<file path="config.mk">
export PLATFORM = sky130hd
export DESIGN_NAME = vrased_reset_ctrl
export DESIGN_NICKNAME = d
export VERILOG_FILES = /design/src/rtl/vrased_reset_ctrl.sv
export SDC_FILE = /design/constraint.sdc
export NUM_CORES = 1
export LEC_CHECK = 0
export ABC_AREA = 1
export CAP_MARGIN = 20
export CORE_MARGIN = 2
export CORE_UTILIZATION = 58
export DETAILED_ROUTE_END_ITERATION = 7
export PLACE_DENSITY = 0.85
export SYNTH_ARGS = -nofsm -noshare
export SYNTH_HDL_FRONTEND = slang
export SYNTH_SLANG_ARGS = --single-unit
export TNS_END_PERCENT = 20
</file>
<file path="constraint.sdc">
create_clock -name clk_i -period 3.76 [get_ports clk_i]
set_input_delay 0.376 -clock clk_i [delete_from_list [all_inputs] [get_ports clk_i]]
set_output_delay 0.376 -clock clk_i [all_outputs]
set_load 0.01 [all_outputs]
</file>
<file path="src/rtl/vrased_reset_ctrl.sv">
// VRASED violation-reset consumer: merges monitor requests into a timed MCU reset pulse,
// then waits for the reset-vector fetch (plus a guard window) before accepting new requests.
module vrased_reset_ctrl #(
   parameter int unsigned NUM_SRC       = 4,
   parameter int unsigned HOLD_CYCLES   = 8,
   parameter int unsigned GUARD_CYCLES  = 1,
   parameter int unsigned BOOT_TIMEOUT  = 1024,
   parameter logic [15:0] RESET_HANDLER = 16'hFFFE
) (
   input  logic               clk_i,
   input  logic               rst_ni,
   input  logic [NUM_SRC-1:0] viol_req_i,
   input  logic [15:0]        pc_i,
   input  logic               cause_clr_i,
   output logic               sys_rst_o,
   output logic               armed_o,
   output logic [NUM_SRC-1:0] cause_o,
   output logic               to_flag_o,
   output logic [7:0]         viol_count_o
);

   typedef enum logic [1:0] {
      StArmed    = 2'd0,
      StAssert   = 2'd1,
      StWaitBoot = 2'd2,
      StGuard    = 2'd3
   } state_e;

   localparam logic [7:0]  HoldInit  = 8'(HOLD_CYCLES - 1);
   localparam logic [3:0]  GuardInit = 4'(GUARD_CYCLES);
   localparam logic [15:0] BootLast  = 16'(BOOT_TIMEOUT - 1);

   state_e               state_q;
   logic                 sys_rst_q;
   logic                 armed_q;
   logic [NUM_SRC-1:0]   cause_q;
   logic                 to_flag_q;
   logic [7:0]           viol_count_q;
   logic [7:0]           hold_q;
   logic [15:0]          boot_q;
   logic [3:0]           guard_q;

   logic                 any_req;
   logic [7:0]           count_inc;

   assign any_req   = |viol_req_i;
   assign count_inc = (viol_count_q == 8'hFF) ? 8'hFF : viol_count_q + 8'd1;

   always_ff @(posedge clk_i or negedge rst_ni) begin
      if (!rst_ni) begin
         state_q      <= StWaitBoot;
         sys_rst_q    <= 1'b0;
         armed_q      <= 1'b0;
         cause_q      <= '0;
         to_flag_q    <= 1'b0;
         viol_count_q <= '0;
         hold_q       <= '0;
         boot_q       <= '0;
         guard_q      <= '0;
      end else begin
         case (state_q)
            StArmed: begin
               if (any_req) begin
                  state_q   <= StAssert;
                  sys_rst_q <= 1'b1;
                  armed_q   <= 1'b0;
                  hold_q    <= HoldInit;
                  // A request in the same cycle as a clear starts a fresh audit record.
                  if (cause_clr_i) begin
                     cause_q      <= viol_req_i;
                     viol_count_q <= 8'd1;
                     to_flag_q    <= 1'b0;
                  end else begin
                     cause_q      <= cause_q | viol_req_i;
                     viol_count_q <= count_inc;
                  end
               end else begin
                  sys_rst_q <= 1'b0;
                  armed_q   <= 1'b1;
                  if (cause_clr_i) begin
                     cause_q      <= '0;
                     to_flag_q    <= 1'b0;
                     viol_count_q <= '0;
                  end
               end
            end
            StAssert: begin
               armed_q <= 1'b0;
               cause_q <= cause_q | viol_req_i;
               if (hold_q == 8'd0) begin
                  state_q   <= StWaitBoot;
                  sys_rst_q <= 1'b0;
                  boot_q    <= '0;
               end else begin
                  sys_rst_q <= 1'b1;
                  hold_q    <= hold_q - 8'd1;
               end
            end
            StWaitBoot: begin
               // Monitors keep requesting until the vector fetch, so requests are ignored here.
               if (pc_i == RESET_HANDLER) begin
                  sys_rst_q <= 1'b0;
                  if (GUARD_CYCLES == 0) begin
                     state_q <= StArmed;
                     armed_q <= 1'b1;
                  end else begin
                     state_q <= StGuard;
                     armed_q <= 1'b0;
                     guard_q <= GuardInit;
                  end
               end else if (boot_q >= BootLast) begin
                  state_q   <= StAssert;
                  sys_rst_q <= 1'b1;
                  armed_q   <= 1'b0;
                  to_flag_q <= 1'b1;
                  hold_q    <= HoldInit;
               end else begin
                  sys_rst_q <= 1'b0;
                  armed_q   <= 1'b0;
                  boot_q    <= boot_q + 16'd1;
               end
            end
            StGuard: begin
               sys_rst_q <= 1'b0;
               if (guard_q <= 4'd1) begin
                  state_q <= StArmed;
                  armed_q <= 1'b1;
                  guard_q <= '0;
               end else begin
                  armed_q <= 1'b0;
                  guard_q <= guard_q - 4'd1;
               end
            end
            default: begin
               state_q   <= StWaitBoot;
               sys_rst_q <= 1'b1;
               armed_q   <= 1'b0;
               boot_q    <= '0;
            end
         endcase
      end
   end

   assign sys_rst_o    = sys_rst_q;
   assign armed_o      = armed_q;
   assign cause_o      = cause_q;
   assign to_flag_o    = to_flag_q;
   assign viol_count_o = viol_count_q;

endmodule
</file>
* Yosys cells after proc, flatten, opt, wreduce, memory -nomap -nowiden
Index checks and enable logic that the tools add are counted.
Storage, ports and cells: output and inout port bits 15, input port bits 23, word-level logic and storage cells 87, register bits after elaboration 45
Operators by class: mux-type cells 38, bitwise operators 1, add/subtract/negate cells 4, equal/unequal tests 16, $lt $le $gt $ge 2, reductions and logical operators 17
Operators with widths (number):
- two-way mux 8 bit | 8
- two-way mux 16 bit | 3
- case mux 16 bit (2 select lines) | 1
- case mux 8 bit (3 select lines) | 1
- two-way mux 4 bit | 5
- != test 2 bit, second input constant | 9
- adder 16 x 1 -> 16 bit, second input constant | 1
- equality test 16 bit, second input constant | 1
- greater-or-equal comparator 16 x 10 -> 1 bit, second input constant | 1
- case mux 4 bit (2 select lines) | 2
- AND reduction 4 bit | 3
- two-way mux 2 bit | 5
- nonzero test 2 bit | 5
- two-way mux 1 bit | 9
- adder 8 x 1 -> 8 bit, second input constant | 1
- equality test 8 bit, second input constant | 1
- zero test 8 bit | 1
- case mux 2 bit (4 select lines) | 1
- subtractor 8 x 1 -> 8 bit, second input constant | 1
- != test 3 bit, second input constant | 2
- AND reduction 2 bit | 3
- AND reduction 5 bit | 1
- equality test 2 bit, second input constant | 2
- less-or-equal comparator 4 x 1 -> 1 bit, second input constant | 1
- other kinds (10) | 10

* Logic depth before layout (Yosys ltp)
Gate-level depths: netlist of run 1.
word-level depth 4, mapped depth 11, depth with buffers taken out 11

* Worst setup path after synthesis of run 1
OpenSTA, ideal clock, no wires.
path kind flip-flop to flip-flop, from register guard_q[0], to register state_q[0], clock period less this slack 1.512 ns, data required time 3.641 ns, cell stages (with the launch flop) 9, buffers on the path 0, library setup time 0.119 ns, path slack 2.248 ns, arrival 1.393 ns, cell sequence dfrtp_1 inv_1 ha_1 o21ai_0 nand2_1 nand2_1 nor2_1 nand3_1 nand2_1
Between the ends: word-level cells in the longest chain between the ends 3
RTL lines:
- start, declared | line 41 | logic [3:0] guard_q;
- start signal, assigned | line 109 | guard_q <= GuardInit;
- start signal, assigned | line 131 | guard_q <= guard_q - 4'd1;
- less-or-equal comparator 4 x 1 -> 1 bit | line 125 | if (guard_q <= 4'd1) begin
- != test 2 bit (no source line)
- AND reduction 4 bit (no source line)
- end signal, assigned | line 112 | state_q <= StAssert;
- end signal, assigned | line 126 | state_q <= StArmed;
- end signal, assigned | line 135 | state_q <= StWaitBoot;
- end, declared | line 33 | state_e state_q;
Every way passes these cells. A chain may end at the register's enable or synchronous reset.

* Final worst setup path of run 1
from register hold_q[0], to register boot_q[11]
Between the ends: word-level cells in the longest chain between the ends 3
RTL lines:
- start, declared | line 39 | logic [7:0] hold_q;
- start signal, assigned | line 67 | hold_q <= HoldInit;
- start signal, assigned | line 96 | hold_q <= hold_q - 8'd1;
- start signal, assigned | line 116 | hold_q <= HoldInit;
- zero test 8 bit | line 90 | if (hold_q == 8'd0) begin
- != test 2 bit (no source line)
- AND reduction 4 bit (no source line)
- end signal, assigned | line 120 | boot_q <= boot_q + 16'd1;
- end, declared | line 40 | logic [15:0] boot_q;
Every way passes these cells.

==> summary.md, run 1 <==
| Metric | Value |
|---|---|
| CTS tree | done |
| Synth area leader | dfrtp_1 |
| Synthesized area | between 2000 and 3000 µm² |
| Inst Count DP | around 440 |
| Clk_lat worst skew | 300 ps |
| Post-CTS setup buffer count | 0 |
| H-tree depth | 2 |
| Nets | 424 |
| DPL Wire Length | 3985 µm |
| Int Power | 1.086 mW |
| Ys async rst share | 1.000 |
| Worst min path class | input port to async pin |
| Global-route wire length before repair | 9121 µm |
| Hold_buf cts | 0 |
| Clk slew on worst S/H paths | 90 ps |
| Hold Violations, Final | 0 |
| Max Cap Viol | 0 |
| Synth top area cells | dfrtp_1 (43%), nand2_1 (17%), nand3_1 (7.0%), nor2_1 (6.4%), inv_1 (5.6%) |
| Cts repair resizes | 0 |
| Pwr Total | 1.925 mW |
| Yosys reg bits | 45 |
| Sequential-to-total area share from yosys stat | 0.4399 |
| Slew HR | 0.6243 |
| Final Util | 0.7223 |
| Total track usage | 0.2258 |
| Crit Path Class | flip-flop to flip-flop |
| Crit path DAT | 2060 ps |
| Vias | between 2000 and 2500 |
| Routed Antenna Nets | 0 |
| WHS | just under 400 ps |
| Fill count | 329 |
| Post-synth EDFFs | 0 |
| VDD IR-drop max | 0.3953 mV |
| Initial DRC count | 105 |
| RSZ-0062 raised after global routing | no |
| Top-area cell type share of the netlist area | 0.4297 |
| Final Setup Violations | 0 |
| CP required | between 3000 and 4000 ps |
| Vias per inst | a little over 5 |
| Die X | 70.47 µm |
| Final worst slack | between 1500 and 2000 ps |
| Routed WL | 5247 µm |
| Final worst-path cycle share | 0.4952 |
| Initial antenna violation count | 0 |
| Setup TNS | 0 ps |
| Antenna cells | 0 |
| Startpoint Class | flip-flop |
| Die Height | 70.47 µm |
| GRT overflow | 0 |
| Slew Limit Fails | 0 |
| CP max FO | 11 |
| IO Count | 38 |
| Most common cell in the netlist | nand2_1 |
| Synth cell count leaders | nand2_1 (113), dfrtp_1 (44), nor2_1 (44) |
| FMAX | 537.0 MHz |
| CTS buffer count | 5 |
| Final non-filler cell total | ~450 |
| Sw frac | 0.4358 |
| Wire length per cell | 11.71 µm |
| Final GP Congestion | 0.8468 |
| Setup slack, reg-to-reg | 1900 ps |
| Design area | 3102 µm² |
| Outcome | completed |
| R2R depth | 7 |
| Layout area overhead | 21.04% |
| RR Endpoint | boot_q[11] |
| CP endpoint kind | flip-flop |
| Crit. Startpoint | hold_q[0] |
| Sequential group share of total power | 0.369 |
| CTS Buffer Depth | 2 |
| CTS sink cnt | 45 |
| Net Sw Power | 839.0 µW |
| Netlist cell types | 29 |
| Leak Pwr | 1.538 nW |
| Mapped Nets | 380 |
| Mean Syn Cell Area | between 7 and 8 µm² |
| Drt drc | 0 |
| Initial core utilization | 0.5967 |
| Synth Flop Type | dfrtp_1 |
| Gate power share | 0.468 |
| Share of post-route cells with drive strength above 1 | 0.08081 |
| Cells after synthesis | 351 |
| End point of the critical path | boot_q[11] |
| Final min period | 1862 ps |
| 1st-pass router iterations | 4 |
| Num rows | 24 |
| Port-buffer cells | 37 |
| YS warnings | 0 |
| FF/Latch Area | 1127 µm² |
| DP Area | 2978 µm² |
| Fin Clk Skew | about 11 ps |
| Root buffer cell | clkbuf_8 |
| Die area | 4966 µm² |
| Vias in the first global route | 2247 |
| Clock power share | 0.163 |
| Core ar. | 4294 µm² |
| Least-Margin Pin Slew | 557.7 ps |
| Multi-input gate area | 1262 µm² |
| PwrDens | approximately 620 nW/µm² |
| Largest net degree at the start of global routing | 46 |
| R2r startpoint | hold_q[0] |
| Post-place setup slack | around 1700 ps |
-- cells by family (layout without fill, tap and decap cells) --
logic type / after synthesis / count (layout) / share of synthesized area
and+or+nand+nor: 217 / 217 / 0.3672
xor gates and xnor gates: 10 / 10 / 0.03418
buffers and inverters: 44 / 89 / 0.06738
adders and majority gates: 6 / 6 / 0.02930
DFF: 45 / 45 / 0.4399
AOI/OAI and AO/OA: 29 / 29 / 0.06201
-- power by group through the flow --
stage / clock, mW / combinational [mW] / sequential, mW
floorplan: 0 / 0.630 / 0.725
global placement: 0 / 0.877 / 0.715
detailed placement: 0 / 0.898 / 0.719
CTS: 0.320 / 0.905 / 0.711
global route: 0.337 / 1.03 / 0.730
finish: 0.314 / 0.901 / 0.711
-- sequential cells by signal, summed over array words and instances (netlist names) --
signal        count
armed_o           1
boot_q           16
cause_o           4
guard_q           4
hold_q            8
state_q           2
sys_rst_o         1
to_flag_o         1
viol_count_o      8
-- how the worst min path moves through the flow --
stage                         start          to  depth (start not counted)
after floorplan              rst_ni     armed_o                          0
after global placement    hold_q[6]   hold_q[6]                          2
after detailed placement  hold_q[6]   hold_q[6]                          2
after CTS                    rst_ni  boot_q[14]                          1
after global routing         rst_ni  boot_q[14]                          2
final                        rst_ni  boot_q[12]                          2
-- worst max-delay path: stages, from the launching register on --
cell and delay, ps:
dfrtp_1 390, inv_1 140, ha_1 200, nand2_1 70, o21ai_0 350, nand3_2 300
inv_1 240, nor2_1 70
-- layout make-up --
type                    count  area share
multi-input cells         262      0.4070
clock inverters             3    0.008068
well taps                  52     0.02098
clock buffers               5     0.02219
inverters                  42     0.05083
repair buffers             39      0.1275
flip-flops and latches     45      0.3635
-- placed cells by master, fill, tap and decap left out, types with 3 or more instances in the layout --
master | synthesis | final
clkbuf_8 | 0 | 5
inv_2 | 4 | 4
nand4_1 | 5 | 5
nor2_2 | 6 | 6
dfrtp_1 | 44 | 44
nand3_1 | 36 | 36
nand2_1 | 113 | 113
o22ai_1 | 3 | 3
clkdlybuf4s50_1 | 0 | 36
xnor2_1 | 4 | 4
o21ai_0 | 17 | 17
inv_1 | 38 | 38
nor2_1 | 44 | 44
a21oi_1 | 4 | 4
nand2_2 | 3 | 3
ha_1 | 6 | 6
xor2_1 | 6 | 6
-- per-layer routing --
| layer | share of wire | up-vias | GRT usage |
|---|---|---|---|
| met5 | 0 | - | 0 |
| met4 | 0.014 | 0 | 0.07479 |
| met3 | 0.030 | 10 | 0.03896 |
| met2 | 0.50 | 39 | 0.4015 |
| met1 | 0.45 | 1069 | 0.2754 |
| li1 | - | 1198 | - |
(Power assumes the default switching activity.)
==> inputs of run 2 (changes only) <==
--- a/config.mk
+++ b/config.mk
@@ -8,9 +8,9 @@
 export ABC_AREA = 1
 export CAP_MARGIN = 20
 export CORE_MARGIN = 2
-export CORE_UTILIZATION = 58
+export CORE_UTILIZATION = 54
 export DETAILED_ROUTE_END_ITERATION = 7
-export PLACE_DENSITY = 0.85
+export PLACE_DENSITY = 0.8
 export SYNTH_ARGS = -nofsm -noshare
 export SYNTH_HDL_FRONTEND = slang
 export SYNTH_SLANG_ARGS = --single-unit
==> constraint.sdc (replaced) <==
create_clock -name clk_i -period 1.8 [get_ports clk_i]
set_input_delay 0.18 -clock clk_i [delete_from_list [all_inputs] [get_ports clk_i]]
set_output_delay 0.18 -clock clk_i [all_outputs]
set_load 0.01 [all_outputs]
==> run 2 against run 1 <==
Compared with the run above:
- routed wire length grew 0.17%
- highest routed layer unchanged
- clock power grew 150%
- non-clock buffer count grew 9
- register-to-register slack lost 1700 ps
- sequential cell count is the same
- utilization shrank 3.7 points
- combinational power grew 120%
- largest power group unchanged
- setup slack lost 1700 ps
==> summary.md, run 2 (same netlist as run 1, synthesis figures left out) <==
| Metric | Value |
|---|---|
| Slowest-stage cell, CP | dfrtp_1 (unchanged) |
| Num rows | 25 (was 24) |
| Clk slew on worst S/H paths | 90 ps (about the same) |
| Leak Pwr | 1.583 nW (was 1.538 nW) |
| Crit path cell chain | ha_2, nand3_2, nor2_2, nand2_2, nand2_1, nand2_1, nand2_2, nand2_4, nand2_1, nand2_1 (was inv_1, ha_1, nand2_1, o21ai_0, nand3_2, inv_1, nor2_1) |
| Root buffer cell | clkbuf_8 (unchanged) |
| Die area | 5312 µm² (was 4966 µm²) |
| CTS sink cnt | 45 (unchanged) |
| Top reg by flops | boot_q (unchanged) |
| Slew Limit Fails | 0 (unchanged) |
| Vias | 2352 (was 2316) |
| CP required | 1990 ps (was 3950 ps) |
| Wire length per cell | 11.45 µm (was 11.71 µm) |
| GRT overflow | 0 (unchanged) |
| CP bufs+invs | 0 (was 2) |
| Antenna cells | 0 (unchanged) |
| Vias per inst | 5.124 (was 5.170) |
| Share of post-route cells with drive strength above 1 | 0.1086 (was 0.08081) |
| Worst path max stage delay | 400 ps (was 390 ps) |
| Net Sw Power | 1.773 mW (was 839.0 µW) |
| 1st-pass router iterations | 4 (unchanged) |
| Design area | 3196 µm² (was 3102 µm²) |
| Post-CTS setup buffer count | 0 (unchanged) |
| Most frequent CP cell | nand2_1 (was inv_1) |
| Max Cap Viol | 0 (unchanged) |
| Least-Margin Pin Slew | 567.8 ps (was 557.7 ps) |
| DP Area | 3055 µm² (was 2978 µm²) |
| Vias in the first global route | 2118 (was 2247) |
| Sw frac | 0.4164 (was 0.4358) |
| Outcome | completed (unchanged) |
| H-tree depth | 2 (unchanged) |
| Crit path DAT | 1820 ps (was 2060 ps) |
| Initial DRC count | 182 (was 105) |
| Final min period | 1626 ps (was 1862 ps) |
| Global-route wire length before repair | 9266 µm (was 9121 µm) |
| DPL Wire Length | 3948 µm (was 3985 µm) |
| CP endpoint kind | flip-flop (unchanged) |
| Port-buffer cells | 37 (unchanged) |
| Final Setup Violations | 0 (unchanged) |
| Clk_lat worst skew | 300 ps (about the same) |
| Core ar. | 4661 µm² (was 4294 µm²) |
| PwrDens | 1333 nW/µm² (was 620.7 nW/µm²) |
| Layout area overhead | 24.71% (was 21.04%) |
| Most common cell after layout, fill and taps aside | nand2_1 (unchanged) |
| Startpoint Class | flip-flop (unchanged) |
| CTS buffer count | 5 (unchanged) |
| Int Power | 2.485 mW (was 1.086 mW) |
| IO Count | 38 (unchanged) |
| Hold_sp | hold_q[6] |
| Sequential group share of total power | 0.348 (was 0.369) |
| Final GP Congestion | 0.8842 (was 0.8468) |
| Clock power share | 0.183 (was 0.163) |
| Crit Path Class | flip-flop to flip-flop (unchanged) |
| VDD IR-drop max | 0.9163 mV (was 0.3953 mV) |
| Gate power share | 0.469 (was 0.468) |
| Drt drc | 0 (unchanged) |
| Routed WL | 5256 µm (was 5247 µm) |
| Final worst-path cycle share | 0.9033 (was 0.4952) |
| Crit. Startpoint | boot_q[0] (was hold_q[0]) |
| CTS tree | done (unchanged) |
| Slew HR | 0.6215 (was 0.6243) |
| Worst min path class | flip-flop to flip-flop (was input port to async pin) |
| CTS Buffer Depth | 2 (unchanged) |
| Die X | 72.89 µm (was 70.47 µm) |
| Pwr Total | 4.258 mW (was 1.925 mW) |
| Most frequent cells in the layout | nand2_1 (113), nor2_1 (44), dfrtp_1 (44) (unchanged) |
| Total track usage | 0.2191 (was 0.2258) |
| Routed Antenna Nets | 0 (unchanged) |
| Crit path max-delay family | simple AND/OR/NAND/NOR gates (unchanged) |
| Max reg flops | 16 (unchanged) |
| FMAX | 615.0 MHz (was 537.0 MHz) |
| Largest net degree at the start of global routing | 46 (unchanged) |
| Initial core utilization | 0.5498 (was 0.5967) |
| Hold Violations, Final | 0 (unchanged) |
| Fin Clk Skew | 6.646 ps (was 10.51 ps) |
| R2r startpoint | boot_q[0] (was hold_q[0]) |
| Nets | 433 (was 424) |
| Die Height | 72.89 µm (was 70.47 µm) |
| Setup TNS | 0 ps (unchanged) |
| Initial antenna violation count | 0 (unchanged) |
| CP max FO | 8 (was 11) |
==> run 2: changes by cell type in the layout (fill, tap and decap cells not counted), sizes merged <==
cell,before,now
buf,2,11
inv,44,42
bufinv,0,1
clkinv,0,1
==> run 2: what timing repair did <==
| item | CTS | global route |
|---|---|---|
| endpoints found under the hold margin | 44 | 0 |
| gates resized for setup | 0 | 5 |
| hold buffers | 1 | 0 |
| endpoints found under the setup margin | 0 | 13 |
==> run 2: area by class of cell <==
type | count | area [µm²]
clock buffer | 5 | 68.82
sequential | 45 | 1127
clock inverter | 3 | 46.29
tap | 54 | 67.56
timing repair buffer | 48 | 450.4
inverter | 42 | 157.7
fill | 359 | 1465
multi-input combinational | 262 | 1277
==> run 2: metal layers <==
layer | track usage | vias up | share of wire
met5 | 0 | - | 0
met4 | 0.03498 | 0 | 0.0057
met3 | 0.04282 | 7 | 0.033
met2 | 0.3606 | 43 | 0.48
met1 | 0.3069 | 1085 | 0.48
li1 | - | 1217 | -
==> run 2: through the flow <==
stage	worst slack (ps)	util	hold slack, ps	cells
after floorplan	288.2	-	-115.6	351
after global placement	124.5	0.6556	299.6	450
after detailed placement	41.51	0.6556	302.0	450
after CTS	31.59	0.6824	480.7	459
after global routing	-6.674	0.6856	512.1	459
final	174.0	0.6856	477.5	459
==> run 2: worst paths after layout <==
path / depth (start not counted) / slack, ps / to
min: 2 / 480 / hold_q[6]
min in group asynchronous: 3 / 490 / boot_q[12]
max: 10 / 170 / hold_q[3]
min reg2reg: 2 / 480 / hold_q[6]
max reg2reg: 10 / 170 / hold_q[3]
max in group asynchronous: 3 / 930 / hold_q[0]
==> run 2: worst register-to-register path: cells and delay by family (launching register included) <==
kind	cells	cell delay, ps
adders and majority gates	1	210
DFF	1	400
and+or+nand+nor	9	900
==> run 2: power by group through the flow <==
stage | clock network, mW | logic (mW) | registers (mW)
floorplan | 0 | 1.32 | 1.51
global placement | 0 | 1.92 | 1.49
detailed placement | 0 | 1.96 | 1.49
CTS | 0.801 | 1.97 | 1.48
global route | 0.843 | 2.29 | 1.52
finish | 0.780 | 2.00 | 1.48
==> inputs of run 3 (changes only) <==
--- a/config.mk
+++ b/config.mk
@@ -6,6 +6,7 @@
 export NUM_CORES = 1
 export LEC_CHECK = 0
 export ABC_AREA = 1
+export ABC_CLOCK_PERIOD_IN_PS = 1800
 export CAP_MARGIN = 20
 export CORE_MARGIN = 2
 export CORE_UTILIZATION = 54
==> results of run 3 <==
No change in the layout: final DEF, timing and power equal those of run 2.
